**config.mk**
```make
export PLATFORM = sky130hd
export DESIGN_NAME = rb2_access_ctrl
export DESIGN_NICKNAME = d
export VERILOG_FILES = /design/src/rtl/rb2_access_ctrl_pkg.sv /design/src/rtl/rb2_access_ctrl_rr_arb2.sv /design/src/rtl/rb2_access_ctrl.sv
export SDC_FILE = /design/constraint.sdc
export NUM_CORES = 1
export LEC_CHECK = 0
export CAP_MARGIN = 25
export CORE_UTILIZATION = 43
export CTS_BUF_LIST = sky130_fd_sc_hd__clkbuf_4 sky130_fd_sc_hd__clkbuf_8
export DETAILED_ROUTE_END_ITERATION = 8
export GPL_TIMING_DRIVEN = 0
export PLACE_DENSITY = 0.82
export SYNTH_ARGS = -nofsm -noshare
export SYNTH_HDL_FRONTEND = slang
export SYNTH_SLANG_ARGS = --single-unit
export TNS_END_PERCENT = 50
```
**constraint.sdc**
```tcl
create_clock -name clk -period 1.86 [get_ports clk]
set_input_delay 0.186 -clock clk [delete_from_list [all_inputs] [get_ports clk]]
set_output_delay 0.186 -clock clk [all_outputs]
set_load 0.02 [all_outputs]
```
**src/rtl/rb2_access_ctrl_pkg.sv**
```systemverilog
// -----------------------------------------------------------------------------
// rb2_access_ctrl_pkg
// Shared definitions for the RB2 receive register bank access controller:
//   - bank geometry (address width, data width, entry count)
//   - controller FSM state encoding
//   - bank command encoding driven on RB_RW
// No ports; imported by rr_arb2 and rb2_access_ctrl.
// -----------------------------------------------------------------------------
package rb2_access_ctrl_pkg;

    localparam int RB2_ADDR_W = 3;
    localparam int RB2_DATA_W = 18;
    localparam int RB2_DEPTH  = 8;

    // Controller states: WR and RD issue the bank command, RD_CAP waits for
    // the bank's one-cycle read latency and captures RB_Q.
    typedef enum logic [1:0] {
        IDLE   = 2'b00,
        WR     = 2'b01,
        RD     = 2'b10,
        RD_CAP = 2'b11
    } rb2_state_e;

    // Bank command encoding on RB_RW.
    localparam logic RB_READ  = 1'b1;
    localparam logic RB_WRITE = 1'b0;

endpackage

```
**src/rtl/rb2_access_ctrl_rr_arb2.sv**
```systemverilog
// -----------------------------------------------------------------------------
// rr_arb2
// Two-requester round-robin arbiter (writer / reader) for the RB2 bank port.
// Grants are combinational and only produced while i_en is high; the pointer
// moves to the opposite side of whichever requester was granted, so under
// continuous contention the two sides alternate. After reset the writer is
// favoured.
//
// Ports:
//   clk       in   clock, rising edge
//   rst       in   asynchronous active-low reset
//   i_req_wr  in   writer eligible
//   i_req_rd  in   reader eligible
//   i_en      in   arbitration enabled this cycle (controller idle)
//   o_gnt_wr  out  writer wins this cycle
//   o_gnt_rd  out  reader wins this cycle
// -----------------------------------------------------------------------------
module rr_arb2
    import rb2_access_ctrl_pkg::*;
(
    input  logic clk,
    input  logic rst,
    input  logic i_req_wr,
    input  logic i_req_rd,
    input  logic i_en,
    output logic o_gnt_wr,
    output logic o_gnt_rd
);

    // 1 = reader has priority on the next tie, 0 = writer has priority.
    logic r_favour_rd;

    // Grant selection: a lone requester always wins; a tie goes to the
    // side the pointer favours.
    always_comb begin
        o_gnt_wr = 1'b0;
        o_gnt_rd = 1'b0;
        if (i_en) begin
            if (i_req_wr && (!i_req_rd || !r_favour_rd)) begin
                o_gnt_wr = 1'b1;
            end else if (i_req_rd) begin
                o_gnt_rd = 1'b1;
            end else begin
                o_gnt_wr = 1'b0;
                o_gnt_rd = 1'b0;
            end
        end else begin
            o_gnt_wr = 1'b0;
            o_gnt_rd = 1'b0;
        end
    end

    // Pointer update: after any grant the other side gets priority.
    always_ff @(posedge clk or negedge rst) begin
        if (!rst) begin
            r_favour_rd <= 1'b0;
        end else if (o_gnt_wr) begin
            r_favour_rd <= 1'b1;
        end else if (o_gnt_rd) begin
            r_favour_rd <= 1'b0;
        end else begin
            r_favour_rd <= r_favour_rd;
        end
    end

endmodule

```
**src/rtl/rb2_access_ctrl.sv**
```systemverilog
// -----------------------------------------------------------------------------
// rb2_access_ctrl
// Access controller for the 8 x 18-bit RB2 receive register bank. Shares the
// single bank port between the packet writer and the downstream reader,
// tracks which entries hold data written since reset/clr, refuses reads of
// unwritten entries, and raises a sticky done flag once every entry has been
// written. All outputs are registered.
//
// Ports:
//   clk        in   clock, rising edge
//   rst        in   asynchronous active-low reset
//   wr_req     in   write request (held with wr_addr/wr_data until wr_gnt)
//   wr_addr    in   write entry
//   wr_data    in   write payload
//   wr_gnt     out  one-cycle pulse: write issued to the bank
//   rd_req     in   read request (held with rd_addr until rd_gnt)
//   rd_addr    in   read entry
//   rd_gnt     out  one-cycle pulse: read issued to the bank
//   rd_valid   out  one-cycle pulse: rd_data holds the requested entry
//   rd_data    out  read result, held until the next rd_valid
//   clr        in   synchronous clear of valid_map and done
//   RB_RW      out  bank command (1 = read/idle, 0 = write)
//   RB_A       out  bank address
//   RB_D       out  bank write data
//   RB_Q       in   bank read data, one cycle after the read command
//   valid_map  out  per-entry written flags
//   done       out  sticky, all entries written
// -----------------------------------------------------------------------------
module rb2_access_ctrl
    import rb2_access_ctrl_pkg::*;
#(
    parameter int ADDR_W = RB2_ADDR_W,
    parameter int DATA_W = RB2_DATA_W,
    parameter int DEPTH  = RB2_DEPTH
)
(
    input  logic              clk,
    input  logic              rst,
    input  logic              wr_req,
    input  logic [ADDR_W-1:0] wr_addr,
    input  logic [DATA_W-1:0] wr_data,
    output logic              wr_gnt,
    input  logic              rd_req,
    input  logic [ADDR_W-1:0] rd_addr,
    output logic              rd_gnt,
    output logic              rd_valid,
    output logic [DATA_W-1:0] rd_data,
    input  logic              clr,
    output logic              RB_RW,
    output logic [ADDR_W-1:0] RB_A,
    output logic [DATA_W-1:0] RB_D,
    input  logic [DATA_W-1:0] RB_Q,
    output logic [DEPTH-1:0]  valid_map,
    output logic              done
);

    rb2_state_e        r_state;
    logic              r_rb_rw;
    logic [ADDR_W-1:0] r_rb_a;
    logic [DATA_W-1:0] r_rb_d;
    logic              r_wr_gnt;
    logic              r_rd_gnt;
    logic              r_rd_valid;
    logic [DATA_W-1:0] r_rd_data;
    logic [DEPTH-1:0]  r_valid_map;
    logic              r_done;

    rb2_state_e        w_state_nxt;
    logic              w_rb_rw_nxt;
    logic [ADDR_W-1:0] w_rb_a_nxt;
    logic [DATA_W-1:0] w_rb_d_nxt;
    logic              w_wr_gnt_nxt;
    logic              w_rd_gnt_nxt;
    logic              w_rd_valid_nxt;
    logic [DATA_W-1:0] w_rd_data_nxt;
    logic [DEPTH-1:0]  w_vm_base;
    logic [DEPTH-1:0]  w_vm_nxt;
    logic [DEPTH-1:0]  w_wr_bit;
    logic              w_done_nxt;

    logic              w_arb_en;
    logic              w_rd_elig;
    logic              w_gnt_wr;
    logic              w_gnt_rd;

    // Reads of entries not yet written since reset/clr are held off.
    assign w_rd_elig = rd_req & r_valid_map[rd_addr];
    assign w_arb_en  = (r_state == IDLE);

    // RB_A still holds the write address throughout the WR cycle.
    assign w_wr_bit  = {{(DEPTH-1){1'b0}}, 1'b1} << r_rb_a;

    rr_arb2 u_arb (
        .clk      (clk),
        .rst      (rst),
        .i_req_wr (wr_req),
        .i_req_rd (w_rd_elig),
        .i_en     (w_arb_en),
        .o_gnt_wr (w_gnt_wr),
        .o_gnt_rd (w_gnt_rd)
    );

    // Next-state and next-output decode for the bank sequencer.
    always_comb begin
        w_state_nxt    = r_state;
        w_rb_rw_nxt    = RB_READ;
        w_rb_a_nxt     = r_rb_a;
        w_rb_d_nxt     = r_rb_d;
        w_wr_gnt_nxt   = 1'b0;
        w_rd_gnt_nxt   = 1'b0;
        w_rd_valid_nxt = 1'b0;
        w_rd_data_nxt  = r_rd_data;
        case (r_state)
            IDLE: begin
                if (w_gnt_wr) begin
                    w_state_nxt  = WR;
                    w_rb_rw_nxt  = RB_WRITE;
                    w_rb_a_nxt   = wr_addr;
                    w_rb_d_nxt   = wr_data;
                    w_wr_gnt_nxt = 1'b1;
                end else if (w_gnt_rd) begin
                    w_state_nxt  = RD;
                    w_rb_a_nxt   = rd_addr;
                    w_rd_gnt_nxt = 1'b1;
                end else begin
                    w_state_nxt  = IDLE;
                end
            end
            WR: begin
                w_state_nxt = IDLE;
            end
            RD: begin
                // Bank presents RB_Q during the following cycle.
                w_state_nxt = RD_CAP;
            end
            RD_CAP: begin
                w_state_nxt    = IDLE;
                w_rd_data_nxt  = RB_Q;
                w_rd_valid_nxt = 1'b1;
            end
            default: begin
                w_state_nxt = IDLE;
            end
        endcase
    end

    // Valid map and done: clr is applied before the bit of a completing
    // write, so a clr during WR leaves exactly that entry marked.
    always_comb begin
        if (clr) begin
            w_vm_base = {DEPTH{1'b0}};
        end else begin
            w_vm_base = r_valid_map;
        end
        if (r_state == WR) begin
            w_vm_nxt = w_vm_base | w_wr_bit;
        end else begin
            w_vm_nxt = w_vm_base;
        end
        if (clr) begin
            w_done_nxt = &w_vm_nxt;
        end else begin
            w_done_nxt = r_done | (&w_vm_nxt);
        end
    end

    // State and registered outputs.
    always_ff @(posedge clk or negedge rst) begin
        if (!rst) begin
            r_state     <= IDLE;
            r_rb_rw     <= RB_READ;
            r_rb_a      <= {ADDR_W{1'b0}};
            r_rb_d      <= {DATA_W{1'b0}};
            r_wr_gnt    <= 1'b0;
            r_rd_gnt    <= 1'b0;
            r_rd_valid  <= 1'b0;
            r_rd_data   <= {DATA_W{1'b0}};
            r_valid_map <= {DEPTH{1'b0}};
            r_done      <= 1'b0;
        end else begin
            r_state     <= w_state_nxt;
            r_rb_rw     <= w_rb_rw_nxt;
            r_rb_a      <= w_rb_a_nxt;
            r_rb_d      <= w_rb_d_nxt;
            r_wr_gnt    <= w_wr_gnt_nxt;
            r_rd_gnt    <= w_rd_gnt_nxt;
            r_rd_valid  <= w_rd_valid_nxt;
            r_rd_data   <= w_rd_data_nxt;
            r_valid_map <= w_vm_nxt;
            r_done      <= w_done_nxt;
        end
    end

    assign RB_RW     = r_rb_rw;
    assign RB_A      = r_rb_a;
    assign RB_D      = r_rb_d;
    assign wr_gnt    = r_wr_gnt;
    assign rd_gnt    = r_rd_gnt;
    assign rd_valid  = r_rd_valid;
    assign rd_data   = r_rd_data;
    assign valid_map = r_valid_map;
    assign done      = r_done;

endmodule

```
### Word-level counts from Yosys, hierarchy flattened

Index checks and enable logic that the tools add are counted.

* register bits: 55
* bits in latches: 0
* memories: 0
* word-level logic and storage cells: 54
* output and inout bits: 52
* input port bits: 47
* memory bits (writable): 0
* memory bits (read-only): 0

* shift operators: 1
* $mul: 0
* div/mod/pow operators: 0
* muxes and demuxes: 25
* add/sub/neg operators: 0
* equality and inequality tests: 3
* bitwise operators: 3
* magnitude comparators: 1
* reductions and logical operators: 10

Operator list (count)
* 2-to-1 mux 1 bit: 17
* 2-to-1 mux 8 bit: 2
* bitwise OR 8 bit: 1
* AND reduction 8 bit: 1
* left shift 1 x 3 -> 8 bit, first input constant: 1
* 2-to-1 mux 3 bit: 2
* one-hot mux 2 bit (3 select lines): 1
* equality test 2 bit, second input constant: 2
* less-than comparator 3 x 4 -> 1 bit, second input constant: 1
* 2-to-1 mux 2 bit: 2
* AND reduction 2 bit: 2
* binary-select mux 1 bit (select 3 bit): 1
* equality test 2 x 1 -> 1 bit, second input constant: 1
* logical NOT 1 bit: 2
* logical NOT 2 bit: 1
* nonzero test 2 bit: 1
* OR reduction 2 bit: 1
* bitwise AND 1 bit: 1
* logical AND 1 bit: 1
* logical OR 1 bit: 1
* bitwise OR 1 bit: 1

### Depth between registers and ports, before layout

* depth in word-level cells: 11
* depth in mapped cells: 7
* depth with buffers taken out: 6

### Cells and area by module

Synthesis repeated with hierarchy kept, for this count alone.

* cell total of the unflattened synthesis: 208
* area total of the unflattened synthesis: 2259.7 um^2

By module, submodules not included
* rb2_access_ctrl: seq. area each 1352.5 um^2, times used 1, area each 2198.4 um^2, cells an instance 200
* rr_arb2: seq. area each 25.0 um^2, times used 1, area each 61.3 um^2, cells an instance 8

### Least setup slack after synthesis

No wires, ideal clock.

* path kind: register to register
* from: reg r_valid_map[6], in the netlist valid_map[6]
* to: reg r_rb_d[10], in the netlist RB_D[10]
* arrival time: 1.564 ns
* library setup time: 0.116 ns
* path buffers: 1
* data required time: 1.744 ns
* clock period less this slack: 1.681 ns
* cell stages (with the launch flop): 8
* path slack: 0.179 ns
* path through: dfrtp_1 mux2_1 o221ai_2 o311a_4 inv_1 buf_4 nand2_1 nand2_1

* cells in the longest elaborated chain, start to end: 9

RTL lines
* start: declaration: line rb2_access_ctrl.sv:65 `logic [DEPTH-1:0] r_valid_map;`
* start signal: assignment: line rb2_access_ctrl.sv:178 `r_valid_map <= {DEPTH{1'b0}};`
* start signal: assignment: line rb2_access_ctrl.sv:189 `r_valid_map <= w_vm_nxt;`
* binary-select mux 1 bit (select 3 bit): line rb2_access_ctrl.sv:87 `assign w_rd_elig = rd_req & r_valid_map[rd_addr];`
* 2-to-1 mux 1 bit (implied by the code): line rb2_access_ctrl.sv:87
* bitwise AND 1 bit: line rb2_access_ctrl.sv:87
* logical NOT 1 bit: line rb2_access_ctrl_rr_arb2.sv:39 `if (i_req_wr && (!i_req_rd || !r_favour_rd)) begin`
* logical OR 1 bit: line rb2_access_ctrl_rr_arb2.sv:39
* logical AND 1 bit: line rb2_access_ctrl_rr_arb2.sv:39
* 2-to-1 mux 1 bit: line rb2_access_ctrl_rr_arb2.sv:39
* 2-to-1 mux 1 bit: line rb2_access_ctrl_rr_arb2.sv:38 `if (i_en) begin`
* AND reduction 2 bit (no line)
* end signal: assignment: line rb2_access_ctrl.sv:173 `r_rb_d <= {DATA_W{1'b0}};`
* end signal: assignment: line rb2_access_ctrl.sv:184 `r_rb_d <= w_rb_d_nxt;`
* end: declaration: line rb2_access_ctrl.sv:60 `logic [DATA_W-1:0] r_rb_d;`

No other way between the ends. The select of a mux whose other input is x is not followed.
A chain may end at the register's enable or synchronous reset.

### Final worst setup path

* from: reg r_state[1]
* to: reg r_done, in the netlist done

* cells in the longest elaborated chain, start to end: 5

RTL lines
* start: declaration: line rb2_access_ctrl.sv:57 `rb2_state_e r_state;`
* start signal: assignment: line rb2_access_ctrl.sv:181 `r_state <= w_state_nxt;`
* equality test 2 x 1 -> 1 bit *: line rb2_access_ctrl.sv:155 `if (r_state == WR) begin`
* 2-to-1 mux 8 bit *: line rb2_access_ctrl.sv:155
* AND reduction 8 bit *: line rb2_access_ctrl.sv:161, rb2_access_ctrl.sv:163
* bitwise OR 1 bit: line rb2_access_ctrl.sv:163 `w_done_nxt = r_done | (&w_vm_nxt);`
* 2-to-1 mux 1 bit *: line rb2_access_ctrl.sv:160 `if (clr) begin`
* named net w_done_nxt: line rb2_access_ctrl.sv:79 `logic w_done_nxt;`
* end signal: assignment: line rb2_access_ctrl.sv:190 `r_done <= w_done_nxt;`
* end: declaration: line rb2_access_ctrl.sv:66 `logic r_done;`

The timed path passes the listed nets; every way through them passes the cells marked *.

==> reports/metrics.yaml <==
status:
  outcome: "finished clean"
run:
  maxCapViolations: 0
placement:
  io_buffers: 98
  post-place-cells: 372
  gp_congestion: 0.7788
  dpl_cell_area_sq_mm: 0.003356
  dp_hpwl_mm: 3.744
setup_path:
  cpPeakStageDelay_ns: 0.43
  path_class: "flip-flop to flip-flop"
  endpoint_kind: "flip-flop"
  startpoint: "r_state[1]$_DFF_PN0_"
  path_buf_inv: 0
  crit_required_ns: 2.10
  crit_chain: "nand3b_1 -> o31ai_1 -> o21ai_0 -> a2111oi_1 -> a32o_1"
  critPathLaunchType: "flip-flop"
  crit_arrival_ns: 2.01
  critPathMaxFanout: 5
  reg2reg_from: "r_state[1]$_DFF_PN0_"
  path_delay_family: "compound AO/OA/AOI/OAI gates"
  slowest_stage: "dfrtp_1"
layout:
  postLayoutCellArea_sq_mm: 0.003520
  fin_cells: 383
  diodes: 0
  synthToLayoutAreaGrowth_pct: 54.90
  finalNetCount: 359
  drive_gt1_frac: 0.1470
sta:
  finalCritPeriodShare: 0.9493
  hold_viol: 0
  max_slew_margin: 0.6010
  fin_skew_ns: 0.004435
  setup_viol: 0
  final.setup.tns_ns: 0
  holdWs_ns: 0.3607
  fmaxAchievable_mhz: 566.4
  slew_viol_final: 0
  tightestPinTransition_ns: 0.5985
  rsz0062_at_grt: "yes"
  post-route-min-period_ns: 1.766
logic_synthesis:
  synth_edf_count: 0
  synthFlopType: "dfrtp_1"
  ys_seq_area_frac: 0.6063
  syn_area_per_cell_sq_um: 11.19
  ys_types: 31
  synth_async_sr_flop_share: 1.000
  syn-instance-count: 203
  synthesis.nets: 250
  synth-seq-cells: 55
  synth_area_sq_mm: 0.002272
  yosys_warnings: 0
global_routing:
  grt_pass1_wl_mm: 8.093
  grt.overflow.total: 0
  grt_pass1_vias: 1783
  antenna_found_initial: 0
  grt_max_degree: 32
  grt_util_all_layers: 0.1939
die:
  die-area_sq_mm: 0.005579
  coreArea_sq_mm: 0.005107
  start_util: 0.4449
  io_pins: 99
  rows: 26
  die_y_um: 74.69
  fp.dieW_um: 74.69
drt:
  routed_wl_mm: 5.117
  vias: 1859
  final_antenna_net_count: 0
  drt-wirelength-per-cell_um: 13.36
  viasPerCell: 4.854
  drtIter0Drc: 32
  drt-pass1-iter-count: 5
  drc: 0
clock_network:
  htree_levels: 2
  clkTransAtPathRegs_ns: 0.09
  clk_path_buf_depth: 2
  clock_latency_ns: 0.30
  tritoncts: "built"
  cts-root-buf: "clkbuf_8"
  clock_sinks: 55
  cts_made_buffers: 5
power:
  max-vdd-ir-drop_mv: 0.8414
  power_density_mw_per_mm2: 1637
  power_leakage_nw: 1.600
  p_total_mw: 5.763
worst_hold_path:
  hold_path_class: "input port to flip-flop"
  min_from: "rd_addr[0]"
-- per-layer routing --
layer,GRT usage,routed length [um],up-vias
li1,-,-,891
met1,0.2439,2078,896
met2,0.3263,2613,67
met3,0.06426,385,5
met4,0.04403,38,0
met5,0,0,-
-- power by group --
part	leakage [nW]	internal (mW)	total (mW)	switching [mW]
registers	0.680	1.73	2.08	0.348
clock network	0.0612	0.436	0.808	0.372
logic	0.859	1.46	2.88	1.42
-- logic make-up (layout without fill, tap and decap cells) --
logic type,Yosys count,in the layout,share of synthesized area
AO/OA/AOI/OAI,29,29,0.09526
multiplexers,22,22,0.1090
buffers and inverters,18,128,0.03964
flip-flops,55,55,0.6063
AND/OR/NAND/NOR,79,79,0.1498
-- what timing repair did --
item                       CTS  global route
hold buffers                 1             0
setup buffers                0             2
cloned                       0             0
gates resized for setup      1             3
hold endpoints to repair    24             0
setup endpoints to repair    7            23
-- cell usage after synthesis (all sizes together) (2+ instances only) --
cell type   n  area (sq um)
inv        13         48.80
nand2      63         236.5
nor2b       2         12.51
dfrtp      54          1351
a21oi       3         15.01
nor3        2         15.01
a22o        3         26.28
nor2        4         15.01
nand2b      2         12.51
o22ai       4         25.02
o21ai       7         35.03
mux2       22         247.7
o31ai       2         15.01
a21o        4         30.03
or2b        2         17.52
buf         4         37.53
-- cells in the final DEF, fill, tap and decap left out, types with 2 or more instances in the layout --
cell              n
clkdlybuf4s50_1  96
nand2_1          63
dfrtp_1          54
mux2_2           21
inv_1            13
o21ai_0           7
clkbuf_8          6
nor2_1            4
buf_4             4
a21o_1            4
o22ai_1           3
a21oi_1           3
a22o_1            3
or2b_2            2
nand2b_1          2
nor2b_1           2
buf_6             2
o31ai_1           2
-- state kept, by name, summed over array words and instances, names as in the netlist --
register and count:
RB_A 3, RB_D 18, RB_RW 1, done 1, r_state 2, rd_data 18, rd_gnt 1, rd_valid 1
u_arb.r_favour_rd 1, valid_map 8, wr_gnt 1
-- worst reg2reg max path, cell delays in order (launching register included) --
cell and delay, ns:
dfrtp_1 0.43, nand3b_1 0.28, o31ai_1 0.28, o21ai_0 0.12
a2111oi_1 0.37, a32o_1 0.22
-- cell type report --
class	instances	area [sq um]
Multi-Input combinational cell	130	823.3
Inverter	13	48.80
Sequential cell	55	1378
Fill cell	422	1588
Clock buffer	6	82.58
Buffer	5	41.29
Timing Repair Buffer	102	1023
Clock inverter	2	35.03
Tap cell	70	87.58
-- path summary, 6_finish.rpt --
check	endpoint	slack, ns	cells after the start
max in group asynchronous	RB_RW$_DFF_PN1_	0.81	3
hold reg to reg	RB_D[3]$_DFFE_PN0P_	0.48	2
hold / removal	RB_A[0]$_DFFE_PN0P_	0.36	3
min in group asynchronous	done$_DFF_PN0_	0.41	2
setup / recovery	done$_DFF_PN0_	0.09	5
setup reg to reg	done$_DFF_PN0_	0.09	5
-- stage by stage --
stage | utilization | setup slack [ns]
floorplan | - | 0.1794
global placement | 0.6541 | -1.076
detailed placement | 0.6570 | -0.3458
CTS | 0.6832 | 0.01260
global route | 0.6891 | -0.03500
finish | 0.6891 | 0.09436
Power figures use the tool's default switching activity.
